### src/rtl/mill_pkg.sv
// Shared definitions for the Modified-Miller reader-to-card decoder.
//
// Contents:
//   ETU_CLKS_DEF  default clocks per bit window (3.39 MHz / 106 kbit/s = 32)
//   EDGE_TOL_DEF  default late-edge tolerance in clocks before a window end
//   state_t       decoder FSM states
//   seq_t         Modified-Miller sequence types seen in one bit window
//   classify()    maps the window's pause flags to a sequence type
package mill_pkg;

    localparam int ETU_CLKS_DEF = 32;
    localparam int EDGE_TOL_DEF = 2;

    typedef enum logic [1:0] {
        IDLE = 2'd0,
        SOF  = 2'd1,
        DATA = 2'd2
    } state_t;

    typedef enum logic [1:0] {
        SEQ_X = 2'd0,   // pause in the second half  -> bit 1
        SEQ_Y = 2'd1,   // no pause                  -> bit 0, or EOF after a 0
        SEQ_Z = 2'd2    // pause at the window start -> bit 0
    } seq_t;

    // A second-half pause always marks an X, even when a Z edge was also seen.
    function automatic seq_t classify(input logic x_seen, input logic z_seen);
        if (x_seen) begin
            return SEQ_X;
        end else if (z_seen) begin
            return SEQ_Z;
        end else begin
            return SEQ_Y;
        end
    endfunction

endpackage

### src/rtl/sync_edge_det.sv
// Two-flop synchronizer followed by a falling-edge detector.
//
// Ports:
//   clk        system clock
//   rst        synchronous active-high reset; loads all flops with 1 so that
//              releasing reset with the line high produces no edge
//   din        asynchronous input level
//   fall_pulse one-clock pulse on a 1-to-0 transition of the synchronized level
module sync_edge_det (
    input  logic clk,
    input  logic rst,
    input  logic din,
    output logic fall_pulse
);

    logic sync_p0;
    logic sync_p1;
    logic sync_p2;

    always_ff @(posedge clk) begin
        if (rst) begin
            sync_p0 <= 1'b1;
            sync_p1 <= 1'b1;
            sync_p2 <= 1'b1;
        end else begin
            // metastability stages
            sync_p0 <= din;
            sync_p1 <= sync_p0;
            // previous synchronized level, for edge detection
            sync_p2 <= sync_p1;
        end
    end

    assign fall_pulse = sync_p2 & ~sync_p1;

endmodule

### src/rtl/mill_modif_demod.sv
// Modified-Miller decoder (ISO 14443A reader-to-card, 106 kbit/s).
// Converts the active-low pause signal of the envelope detector into an NRZ
// bit stream. The bit grid is anchored on the SOF pause edge and never
// re-aligned within a frame. Each decoded bit appears on the clock after its
// window closes and is held for one full window.
//
// Ports:
//   clk       system clock (3.39 MHz)
//   in_PoR    synchronous active-high reset
//   in_data   demodulated field, asynchronous; 1 = carrier, 0 = pause
//   out_data  decoded bit, held one ETU; 0 while idle
module mill_modif_demod
    import mill_pkg::*;
#(
    parameter int ETU_CLKS = ETU_CLKS_DEF,
    parameter int EDGE_TOL = EDGE_TOL_DEF
) (
    input  logic clk,
    input  logic in_PoR,
    input  logic in_data,
    output logic out_data
);

    localparam int CNT_W = $clog2(ETU_CLKS);
    localparam logic [CNT_W-1:0] CNT_LAST = CNT_W'(ETU_CLKS - 1);
    localparam logic [CNT_W-1:0] CNT_HALF = CNT_W'(ETU_CLKS / 2);
    localparam logic [CNT_W-1:0] CNT_LATE = CNT_W'(ETU_CLKS - EDGE_TOL);

    logic             pause_edge;
    state_t           state;
    state_t           state_d;
    logic [CNT_W-1:0] counter;
    logic             x_flag;
    logic             z_flag;
    logic             z_next;     // late edge already belonging to the next window
    logic             prev_bit;
    logic             window_end;
    seq_t             seq;
    logic             eof;

    sync_edge_det u_sync (
        .clk        (clk),
        .rst        (in_PoR),
        .din        (in_data),
        .fall_pulse (pause_edge)
    );

    always_comb begin
        window_end = (counter == CNT_LAST);
        seq        = classify(x_flag, z_flag);
        // an empty window after a 0 cannot be a Y: it ends the frame
        eof        = (seq == SEQ_Y) && !prev_bit;
        state_d    = state;
        case (state)
            IDLE: begin
                if (pause_edge) begin
                    state_d = SOF;
                end
            end
            SOF: begin
                if (window_end) begin
                    state_d = DATA;
                end
            end
            DATA: begin
                if (window_end && eof) begin
                    state_d = IDLE;
                end
            end
            default: state_d = IDLE;
        endcase
    end

    always_ff @(posedge clk) begin
        if (in_PoR) begin
            state    <= IDLE;
            counter  <= '0;
            x_flag   <= 1'b0;
            z_flag   <= 1'b0;
            z_next   <= 1'b0;
            prev_bit <= 1'b0;
            out_data <= 1'b0;
        end else begin
            state <= state_d;
            case (state)
                IDLE: begin
                    // the SOF edge clock is counter 0, so the next clock is 1
                    counter  <= pause_edge ? CNT_W'(1) : '0;
                    x_flag   <= 1'b0;
                    z_flag   <= 1'b0;
                    z_next   <= 1'b0;
                    out_data <= 1'b0;
                end
                SOF: begin
                    counter <= window_end ? '0 : counter + CNT_W'(1);
                    if (window_end) begin
                        prev_bit <= 1'b0;
                        x_flag   <= 1'b0;
                        z_flag   <= 1'b0;
                        z_next   <= 1'b0;
                    end
                end
                DATA: begin
                    counter <= window_end ? '0 : counter + CNT_W'(1);
                    if (!window_end) begin
                        if (pause_edge) begin
                            if (counter < CNT_HALF) begin
                                z_flag <= 1'b1;
                            end else if (counter < CNT_LATE) begin
                                x_flag <= 1'b1;
                            end else begin
                                z_next <= 1'b1;
                            end
                        end
                    end else begin
                        out_data <= (seq == SEQ_X);
                        prev_bit <= (seq == SEQ_X);
                        x_flag   <= 1'b0;
                        // a pause on the last clock is an early Z of the next window
                        z_flag   <= z_next | (pause_edge && (counter >= CNT_LATE));
                        z_next   <= 1'b0;
                    end
                end
                default: begin
                    counter  <= '0;
                    out_data <= 1'b0;
                end
            endcase
        end
    end

endmodule

### config.mk
export PLATFORM = sky130hd
export DESIGN_NAME = mill_modif_demod
export DESIGN_NICKNAME = d
export VERILOG_FILES = /design/src/rtl/mill_pkg.sv /design/src/rtl/sync_edge_det.sv /design/src/rtl/mill_modif_demod.sv
export SDC_FILE = /design/constraint.sdc
export NUM_CORES = 1
export LEC_CHECK = 0
export ABC_AREA = 1
export CAP_MARGIN = 25
export CORE_MARGIN = 2
export CORE_UTILIZATION = 43
export DETAILED_ROUTE_END_ITERATION = 10
export GPL_TIMING_DRIVEN = 0
export PLACE_DENSITY_LB_ADDON = 0.3
export SLEW_MARGIN = 25
export SYNTH_ARGS = -nofsm -noshare
export SYNTH_HDL_FRONTEND = slang
export SYNTH_SLANG_ARGS = --single-unit
### constraint.sdc
create_clock -name clk -period 2.9 [get_ports clk]
set_input_delay 0.58 -clock clk [delete_from_list [all_inputs] [get_ports clk]]
set_output_delay 0.58 -clock clk [all_outputs]
set_load 0.1 [all_outputs]
==> results by group, run 1 <==
Outcome
  • Outcome: finished, final reports clean

STA
  • Setup TNS: 0 ns
  • Worst setup margin: 0.570 ns
  • F_max: 0.429 GHz
  • RSZ-0062 raised after global routing: no
  • Min Tclk post-route: 2.33 ns
  • Least-Margin Pin Slew: 0.959 ns
  • Hold Violations, Final: 0
  • Max-slew headroom: 35.9%
  • Setup Viol. Count Final: 0
  • Clock skew: 0.00710 ns
  • Final period util: 80.3%
  • Final Slew Violations: 0

Synthesis
  • Mapped Area: 786 sq um
  • Sequential area share after synthesis: 38.2%
  • Post-synthesis cell type count: 20
  • Yosys top cell area share: 38.2%
  • Yosys reg bits: 15
  • Synth warn: 0
  • Synthesized Nets: 117
  • Avg Cell Area, Syn: 7.48 sq um
  • Synth area leaders: dfxtp_1 38%, ha_1 14%, nand2_1 11%, nor2_1 7.2%, inv_1 5.7%
  • Area leader, netlist: dfxtp_1
  • Cells after synthesis: 105

GRT
  • Total track usage: 15.3%
  • Largest net degree at the start of global routing: 9
  • Global-route wire length before repair: 2300 um
  • Initial antenna violation count: 0
  • Vias in the first global route: 570
  • Grt ovf: 0

Clock network
  • Post-CTS Hold Buffers: 0
  • Worst-case clock buffer depth: 2
  • Clk_lat worst skew: 0.29 ns
  • Post-CTS resize count: 0
  • Setup Fix Bufs, Post-CTS: 0
  • CTS tree: done
  • Root Buffer: clkbuf_4
  • Number of H-tree levels: 1
  • Clock Sinks: 15
  • CTS Buf Count: 3
  • Clock transition at path regs: 0.09 ns

Worst setup path
  • Cell Chain, Critical Path: clkdlybuf4s50_1
  • R2R cell count: 10
  • Crit path from: out_data
  • Family with the most delay on the worst path: buffers and inverters
  • FF-to-FF Start: counter[0]
  • Crit Reg-Reg Endpoint: x_flag
  • Critical Path End: out_data
  • Worst setup SP type: register
  • Levels on crit path: 1
  • Worst endpoint data arrival time: 1.75 ns
  • CP Max Fanout: 2
  • Crit path buffers/inverters: 1
  • Worst setup path class: reg -> out
  • Req. time, crit path: 2.32 ns
  • CP Capture Type: primary output
  • Crit path max-delay cell type: clkdlybuf4s50_1
  • FF-to-FF setup slack: 1.20 ns
  • Max stage delay on crit path: 1.12 ns

Placement
  • Placed instance area: 847 sq um
  • Gp weighted congestion: 0.872
  • DP HPWL: 1070 um
  • Place WS: 0.895 ns
  • Number of port buffers: 3
  • DP Cell Count: 133

Floorplan
  • Die ar.: 2190 sq um
  • Chip width: 46.7 um
  • Initial Utilization: 45.5%
  • Core area: 1730 sq um
  • Die H: 46.7 um
  • FP Rows: 15
  • # IOs: 4

Finish
  • Max reg flops: 5
  • Reg with most FFs: counter
  • Most frequent cells in the layout: 24 x nand2_1, 15 x nor2_1, 15 x dfxtp_1, 12 x inv_1, 9 x ha_1
  • Nets@finish: 125
  • Non-Filler Instances: 137
  • Most common cell after layout, fill and taps aside: nand2_1
  • Antenna diode count: 0
  • Share of cells above drive strength 1: 14.3%
  • Biggest regs: counter: 5 flops, state: 2 flops
  • Post-route cell area: 873 sq um
  • # fillers: 177
  • P&R area growth vs syn: 11.1%

Routing
  • Starting DRT DRC Count: 16
  • Antenna Nets Post-Route: 0
  • Post-Route WL: 1370 um
  • Remaining DRCs: 0
  • First-pass DRT Iterations: 4
  • DR vias: 638
  • Routed vias/inst: 4.66
  • WL per Instance: 10.0 um

Run
  • Max-cap violations: 0

Min path
  • Min-Delay Path Class: reg -> reg
  • Worst Hold Depth: 1

Power and ir drop
  • Pwr dens: 788 nW/um^2
  • Maximum vdd drop: 0.400 mV
  • Leakage: 0.381 nW
-- layout make-up --
type / count / area, sq um / share of cell area [%]
Sequential cell: 15 / 300 / 34.4
Clock buffer: 4 / 26.3 / 3.01
Multi-Input combinational cell: 76 / 433 / 49.6
Inverter: 14 / 52.6 / 6.02
Tap cell: 25 / 31.3 / 3.58
Timing Repair Buffer: 3 / 30.0 / 3.44
-- metal layers --
metal  part of all wire, %  track usage [%]  wire [um]
met5                     0                0          0
met1                    51             19.2        704
met2                    42             21.7        576
met3                   4.5             7.69         62
met4                   2.2             7.78         30
-- worst reg2reg max path, stage by stage (launching register included) --
cell and delay [ns]:
dfxtp_1 0.37, ha_1 0.17, nand2_1 0.07, nor2_1 0.14, ha_1 0.31, inv_2 0.11, nand2_4 0.09, nand2_2 0.06
a21oi_2 0.13, nand2_1 0.07, a21oi_1 0.13
-- logic make-up after synthesis --
group / count (synthesis) / share of synthesized area, %
simple gates: 54 / 30.7
fa+ha+maj: 9 / 14.3
compound gates: 13 / 10.0
flops: 15 / 38.2
buf+inv: 14 / 6.69
-- report_power, final --
group	switching, W	internal, W
logic	0.000198	0.000103
registers	0.0000263	0.000238
clock network	0.0000690	0.0000535
total	0.000293	0.000395
-- synthesized netlist by cell type, drive strengths merged --
master,instances
nand2,28
nor2,16
dfxtp,15
inv,14
ha,9
a21oi,7
nand3,5
o21ai,5
nor3,2
or2,2
a211oi,1
nand4,1
-- worst min-delay path by stage --
stage | start | slack (ns) | endpoint
after floorplan | u_sync.sync_p0 | 0.39 | u_sync.sync_p1
after global placement | u_sync.sync_p0 | 0.39 | u_sync.sync_p1
after detailed placement | u_sync.sync_p0 | 0.40 | u_sync.sync_p1
after CTS | u_sync.sync_p0 | 0.42 | u_sync.sync_p1
after global routing | u_sync.sync_p0 | 0.44 | u_sync.sync_p1
final | u_sync.sync_p0 | 0.42 | u_sync.sync_p1
-- per-stage QoR --
step                utilization, %  hold slack [ns]  power [W]
floorplan                        -            0.389   0.000508
global placement              49.1            0.391   0.000562
detailed placement            49.1            0.400   0.000570
CTS                           50.6            0.422   0.000693
global route                  50.6            0.443   0.000745
finish                        50.6            0.416   0.000688
No activity file was read; power rests on OpenSTA's default activity.
==> run 2, diff against run 1 <==
- clock period: 2.9 -> 2.2 ns (I/O delays scaled with it)
==> results by group, run 2 (same netlist as run 1, synthesis figures left out) <==
Placement
  • Placed instance area: 847 sq um (unchanged)
  • Place WS: 0.335 ns (-0.560 ns)
  • DP HPWL: 1070 um (unchanged)
  • Number of port buffers: 3 (unchanged)
  • Gp weighted congestion: 0.872 (unchanged)

Finish
  • # fillers: 177 (unchanged)
  • Reg with most FFs: counter
  • Fin util: 50.7% (+0.14 points)
  • P&R area growth vs syn: 11.5%
  • Antenna diode count: 0 (unchanged)
  • Biggest regs: counter: 5 flops, state: 2 flops
  • Max reg flops: 5 (unchanged)
  • FF+latch area: 300 sq um (unchanged)
  • Post-route cell area: 876 sq um (+0.29%)
  • Multi-input logic area: 433 sq um (unchanged)
  • Most frequent cells in the layout: 24 x nand2_1, 15 x nor2_1, 15 x dfxtp_1, 12 x inv_1, 9 x ha_1
  • Most common cell after layout, fill and taps aside: nand2_1
  • Share of cells above drive strength 1: 14.3% (unchanged)
  • Nets@finish: 125 (unchanged)

Clock network
  • Root Buffer: clkbuf_4
  • Post-CTS Hold Buffers: 0 (unchanged)
  • Clock Sinks: 15 (unchanged)
  • CTS tree: done
  • Worst-case clock buffer depth: 2 (unchanged)
  • Clk_lat worst skew: 0.29 ns (about the same)
  • CTS Buf Count: 3 (unchanged)
  • Number of H-tree levels: 1 (unchanged)
  • Clock transition at path regs: 0.09 ns (about the same)

Floorplan
  • FP Rows: 15 (unchanged)
  • Initial Utilization: 45.5% (unchanged)
  • # IOs: 4 (unchanged)
  • Die ar.: 2190 sq um (unchanged)
  • Die H: 46.7 um (unchanged)
  • Core area: 1730 sq um (unchanged)
  • Chip width: 46.7 um (unchanged)

Worst setup path
  • Crit path from: out_data
  • FF-to-FF setup slack: 0.50 ns (-0.70 ns)
  • Cell Chain, Critical Path: dlymetal6s2s_1
  • Worst setup SP type: register
  • Req. time, crit path: 1.76 ns (-0.56 ns)
  • CP Capture Type: primary output
  • CP Max Fanout: 2 (unchanged)
  • Crit Reg-Reg Endpoint: x_flag
  • Worst endpoint data arrival time: 1.36 ns (-0.39 ns)
  • Family with the most delay on the worst path: buffers and inverters
  • Max stage delay on crit path: 0.74 ns (-0.38 ns)
  • Crit path buffers/inverters: 1 (unchanged)
  • FF-to-FF Start: counter[0]
  • Levels on crit path: 1 (unchanged)
  • Worst setup path class: reg -> out
  • R2R cell count: 10 (unchanged)
  • Crit path max-delay cell type: dlymetal6s2s_1
  • Critical Path End: out_data

STA
  • Setup Viol. Count Final: 0 (unchanged)
  • Worst setup margin: 0.404 ns (-0.166 ns)
  • Final period util: 81.6%
  • Hold Violations, Final: 0 (unchanged)
  • F_max: 0.557 GHz
  • RSZ-0062 raised after global routing: no
  • Clock skew: 0.00711 ns (+0.00000960 ns)
  • Final Slew Violations: 0 (unchanged)
  • Min Tclk post-route: 1.80 ns
  • Least-Margin Pin Slew: 0.958 ns (-0.000713 ns)
  • Max-slew headroom: 36.0% (+0.14 points)
  • Setup TNS: 0 ns (unchanged)

Routing
  • Remaining DRCs: 0 (unchanged)
  • Routed vias/inst: 4.64 (-0.47%)
  • Antenna Nets Post-Route: 0 (unchanged)
  • WL per Instance: 9.99 um (-0.36%)
  • Starting DRT DRC Count: 19 (+3)
  • Post-Route WL: 1370 um (-0.36%)
  • First-pass DRT Iterations: 4 (unchanged)
  • DR vias: 635 (-0.47%)

Power and ir drop
  • Sequential share of power: 38.4% (about the same)
  • Comb pwr share: 43.8% (about the same)
  • Pwr dens: 1030 nW/um^2 (+31%)
  • Maximum vdd drop: 0.528 mV (+32%)
  • Clock power frac: 17.8% (about the same)
  • Leakage: 0.398 nW (+4.4%)
  • Sw frac: 42.6% (about the same)
  • Switching Power: 0.000386 W (+32%)
  • Internal: 0.000520 W (+32%)

GRT
  • Total track usage: 15.3% (unchanged)
  • Global-route wire length before repair: 2300 um (unchanged)
  • Largest net degree at the start of global routing: 9 (unchanged)
  • Grt ovf: 0 (unchanged)
  • Initial antenna violation count: 0 (unchanged)
  • Vias in the first global route: 570 (unchanged)

Min path
  • Min-Delay Path Class: reg -> reg

Outcome
  • Outcome: finished, final reports clean

Run
  • Max-cap violations: 0 (unchanged)
-- run 2: cell types whose count changed in the layout (fill, tap and decap cells not counted) --
cell | before | now
clkdlybuf4s50_1 | 3 | 2
dlymetal6s2s_1 | 0 | 1
-- run 2: metrics by stage --
stage	total power [W]	instances	hold WS, ns
6_report	0.000906	137	0.417
3_5_place_dp	0.000752	133	0.400
5_1_grt	0.000981	137	0.443
3_3_place_gp	0.000741	133	0.391
4_1_cts	0.000914	137	0.422
2_1_floorplan	0.000670	105	0.389
-- run 2: how the worst min path moves through the flow --
stage	startpoint	to	slack, ns	depth (start not counted)
2_1_floorplan	u_sync.sync_p0	u_sync.sync_p1	0.39	1
3_3_place_gp	u_sync.sync_p0	u_sync.sync_p1	0.39	1
3_5_place_dp	u_sync.sync_p0	u_sync.sync_p1	0.40	1
4_1_cts	u_sync.sync_p0	u_sync.sync_p1	0.42	1
5_1_grt	u_sync.sync_p0	u_sync.sync_p1	0.44	1
6_report	u_sync.sync_p1	u_sync.sync_p2	0.42	2
-- run 2: power by group through the flow --
stage,logic (W),clock network (W),registers [W]
CTS,0.000397,0.000169,0.000348
finish,0.000397,0.000161,0.000348
global route,0.000449,0.000177,0.000355
detailed placement,0.000397,0,0.000355
floorplan,0.000281,0,0.000389
global placement,0.000386,0,0.000354
-- run 2: final cells by class --
| cell class | count | area share (%) |
|---|---|---|
| Multi-Input combinational cell | 76 | 49.4 |
| Sequential cell | 15 | 34.3 |
| Inverter | 14 | 6.00 |
| Timing Repair Buffer | 3 | 3.71 |
| Tap cell | 25 | 3.57 |
| Clock buffer | 4 | 3.00 |
-- run 2: repair_timing --
| item | CTS | global route |
|---|---|---|
| endpoints found under the setup margin | 0 | 1 |
| buffers inserted | 0 | 0 |
| resized for setup | 0 | 1 |
-- run 2: layer usage --
| layer | GRT usage, % | wire, um | share of wire (%) | vias up |
|---|---|---|---|---|
| met4 | 7.78 | 30 | 2.2 | 0 |
| met1 | 19.2 | 703 | 51 | 275 |
| met3 | 7.69 | 62 | 4.5 | 6 |
| li1 | - | - | - | 345 |
| met2 | 21.7 | 571 | 42 | 9 |
| met5 | 0 | 0 | 0 | - |
